==> config.mk <==
export PLATFORM = sky130hd
export DESIGN_NAME = roi_shr_driver
export DESIGN_NICKNAME = d
export VERILOG_FILES = /design/src/rtl/roi_shr_driver.sv
export SDC_FILE = /design/constraint.sdc
export NUM_CORES = 1
export LEC_CHECK = 0
export BUFFER_PORTS_ARGS = -buffer_cell sky130_fd_sc_hd__buf_2
export CORE_MARGIN = 1
export CORE_UTILIZATION = 59
export CTS_CLUSTER_SIZE = 20
export DETAILED_ROUTE_END_ITERATION = 16
export HOLD_SLACK_MARGIN = 0.03
export PLACE_DENSITY = 0.9
export SKIP_CTS_REPAIR_TIMING = 1
export SYNTH_ARGS = -nofsm -noshare
export SYNTH_HDL_FRONTEND = slang
export SYNTH_SLANG_ARGS = --single-unit
==> constraint.sdc <==
create_clock -name clk -period 3.08 [get_ports clk]
set_input_delay 0.154 -clock clk [delete_from_list [all_inputs] [get_ports clk]]
set_output_delay 0.154 -clock clk [all_outputs]
set_load 0.005 [all_outputs]
==> src/rtl/roi_shr_driver.sv <==
// roi_shr_driver: drives a serial din/dout shift-register DUT, applying one stimulus vector and reading back one result per start.
module roi_shr_driver #(
  parameter int DIN_N  = 256,
  parameter int DOUT_N = 256
) (
  input  logic              clk,
  input  logic              rst,
  input  logic              start,
  input  logic [DIN_N-1:0]  din_vec,
  output logic              busy,
  output logic              done,
  output logic [DOUT_N-1:0] dout_vec,
  output logic              di,
  output logic              stb,
  input  logic              dut_do
);
  localparam int MAXN = DIN_N > DOUT_N ? DIN_N : DOUT_N;
  localparam int CW = MAXN > 1 ? $clog2(MAXN) : 1;
  localparam logic [2:0] IDLE = 3'd0, LOAD1 = 3'd1, APPLY = 3'd2, LOAD2 = 3'd3,
                         CAPTURE = 3'd4, UNLOAD = 3'd5, FIN = 3'd6;
  logic [2:0]        state, nxt;
  logic [CW-1:0]     cnt;
  logic [DIN_N-1:0]  vreg, vnext;
  logic [DOUT_N-1:0] rx, rx_nxt;
  logic              din_last, dout_last, loading;
  assign din_last  = cnt == CW'(DIN_N - 1);
  assign dout_last = cnt == CW'(DOUT_N - 1);
  assign loading   = state == LOAD1 || state == LOAD2;
  assign rx_nxt    = {rx[DOUT_N-2:0], dut_do};
  always_comb begin
    nxt = state == IDLE    ? (start ? LOAD1 : IDLE) :
          state == LOAD1   ? (din_last ? APPLY : LOAD1) :
          state == APPLY   ? LOAD2 :
          state == LOAD2   ? (din_last ? CAPTURE : LOAD2) :
          state == CAPTURE ? UNLOAD :
          state == UNLOAD  ? (dout_last ? FIN : UNLOAD) : IDLE;
    // vreg rotates while loading so it is back to its original value after DIN_N shifts
    vnext = state == IDLE ? (start ? din_vec : vreg) :
            loading ? {vreg[DIN_N-2:0], vreg[DIN_N-1]} : vreg;
  end
  always_ff @(posedge clk) begin
    if (rst) begin
      state    <= IDLE;
      cnt      <= '0;
      vreg     <= '0;
      rx       <= '0;
      dout_vec <= '0;
      di       <= 1'b0;
      stb      <= 1'b0;
      busy     <= 1'b0;
      done     <= 1'b0;
    end else begin
      state <= nxt;
      cnt   <= nxt != state ? '0 : cnt + 1'b1;
      vreg  <= vnext;
      di    <= (nxt == LOAD1 || nxt == LOAD2) && vnext[DIN_N-1];
      stb   <= nxt == APPLY || nxt == CAPTURE;
      busy  <= nxt != IDLE;
      done  <= nxt == FIN;
      if (state == UNLOAD) rx <= rx_nxt;
      if (state == UNLOAD && dout_last) dout_vec <= rx_nxt;
    end
  end
endmodule

==> metrics.md <==
| Metric | Value |
|---|---|
| Routed wire length | 89,200 microns |
| Post-Synthesis Cells | 3,150 |
| Die height | 219 microns |
| First-pass GRT wire length | 110,000 microns |
| FF-to-FF setup slack | about 0.6 ns |
| Met3 Use GR | under 10% |
| Boundary pin count | 520 |
| Rel. slew slack | 22.4% |
| Max FO, Critical Path | 253 |
| GRT busiest layer | met2 |
| GRT Resource Usage Total | 28.1% |
| Final nets | around 4,000 |
| TritonCTS clock tree | yes |
| RSZ-0062 raised after global routing | false |
| Most common cell after layout, fill and taps aside | nand2_1 |
| Synth Flop Type | dfxtp_1 |
| Clk sinks | ~780 |
| CP Data Arrival Time | 3.02 ns |
| Synthesized area per cell | between 8 and 9 sq um |
| Number of global-route vias before repair | 21,500 |
| Status | complete, no violations |
| Detailed Routing Iterations Pass 1 | 6 |
| Final Hold Violating Endpoints | 0 |
| Hold Crit Class | in2reg |
| Worst slew pin tran | 1.16 ns |
| CP endpoint kind | flop |
| Worst r2r src | state[0] |
| FP Rows | a little under 80 |
| Skew-Pair Late Insertion Delay | 0.61 ns |
| Setup TNS | 0 ns |
| Register area share after synthesis | 56.1% |
| Max cap viols | 0 |
| R2R Path End | vreg[248] |
| Final ANT Viol Nets | 0 |
| Power Density | 605 nW/um^2 |
| Starting Density | 59.9% |
| Count of warnings emitted by yosys | 0 |
| Crit path required time | 3.61 ns |
| Fmax | 0.402 GHz |
| Synthesized flop and latch total | around 780 |
| Synth unique cells | 35 |
| Worst-path clk slew | 0.07 ns |
| Maximum vdd drop | 629 uV |
| CORE AREA | 46,600 sq um |
| Grt ovf | 0 |
| Port buffer count | 519 |
| Largest net degree at the start of global routing | 254 |
| Critical path type | reg2reg |
| Die width | 219 microns |
| Period utilization | 80.7% |
| Skew final | 0.0169 ns |
| Vias | 26,500 |
| Post-synth EDFFs | 0 |
| Leakage | 0.0159 uW |
| Fin cells | 4,440 |
| R2R depth | 5 |
| Worst hold path startpoint | start |
| Post-Syn Area | approximately 28,000 sq um |
| WL/cell | roughly 20 microns |
| CTS root buf | clkbuf_16 |
| Commonest cells after routing, fill and taps aside | nand2_1, dfxtp_1, buf_2 |
| Final Power | 21,600 uW |
| Met2 GRT Util | between 40% and 50% |
| Vias per cell | between 5 and 6 |
| Met1 GRT Util | 34.6% |
| Antenna violations before repair | 7 |
| Top-area cell type share of the netlist area | 56.1% |
| HPWL Detailed | between 40,000 and 50,000 microns |
| Layout cells sized above 1 | ~18% |
| Clk buf depth | 3 |
| Hold depth | 4 |
| Max-slew violations | 0 |
| Largest area contributor in the netlist | dfxtp_1 |
| Dpl cells | 4,045 |
| Hold endpoint | cnt[6] |
| RePlAce Congestion | 0.850 |
| DR DRC count | 0 |
| Full die area | about 48,000 sq um |
| Layout area overhead | 27.7% |
| Final setup viols | 0 |
| Post-route minimum period | 2.49 ns |
| CTS buffer count | 75 |
| Synthesized net count | 3,411 |
| Htree depth | 3 |
| Initial drt markers | between 3,000 and 4,000 |
| Critical Path Source Type | flop |
| Async SR Flop Fraction | 0% |
| Largest cells by area after synthesis | dfxtp_1, nand2_1, a21oi_1 |
[routing by layer]
layer	routed length [microns]	up-vias
met2	41300	1706
met1	32500	12400
met5	31	-
li1	-	11900
met3	9370	455
met4	6010	4
[synthesized netlist by cell type (all sizes together) (2+ instances only)]
cell	number
nand2	1025
or3	2
a21oi	515
or2	2
nor3	3
dfxtp	782
xnor2	3
inv	2
nor2b	2
nand4	2
a22o	254
xor2	3
nand3	4
and3	5
nor2	15
clkbuf	108
a21o	254
nand3b	2
nand2b	3
buf	153
[sequential cells by signal, summed over array words and instances (netlist names)]
register  count
di            1
cnt           8
stb           1
dout_vec    256
rx          255
done          1
busy          1
state         3
vreg        256
[worst max-delay path by stage]
stage,start,end,slack [ns],cells past startpoint
after detailed placement,cnt[0],dout_vec[83],0.82,6
final,state[0],vreg[248],0.59,5
after global routing,state[0],vreg[248],0.54,5
after global placement,cnt[0],dout_vec[218],0.86,6
after CTS,cnt[0],dout_vec[218],0.76,6
after floorplan,cnt[0],dout_vec[133],1.47,8
[cell families after synthesis]
family	share of synthesized area, %
mux	0.0404
fa+ha+maj	0.0448
flops	56.1
compound gates	24.2
buf+inv	4.76
xor+xnor	0.188
simple gates	14.7
[critical path: stages (launching register included)]
cell     delay [ns]
dfxtp_1        0.50
inv_1          0.13
nor3_2         0.31
buf_12         0.78
a22o_1         0.30
a21o_1         0.19
[where the power goes]
part	leakage, uW	total, uW	internal [uW]	switching, uW
logic	0.00833	1250	620	632
registers	0.00634	10500	10300	202
clock network	0.00128	9750	5750	4000
[cell type report]
class	count	area (sq um)
clock inverters	27	358
repair buffers	805	5650
well taps	607	759
inverters	2	7.51
clock buffers	105	2230
multi-input cells	2105	11000
fillers	2695	10900
diodes	7	17.5
flip-flops and latches	782	15700
[through the flow]
step / setup slack (ns) / util [%] / area, sq um / hold WS [ns]
final: 0.593 / 76.5 / 35600 / 0.0150
after global routing: 0.542 / 76.5 / 35600 / 0.0570
after detailed placement: 0.820 / 65.4 / 30500 / 0.400
after floorplan: 1.47 / - / 27900 / 0.290
after global placement: 0.856 / 65.4 / 30500 / 0.381
after CTS: 0.761 / 71.0 / 33100 / -0.235
Power figures use the tool's default switching activity.
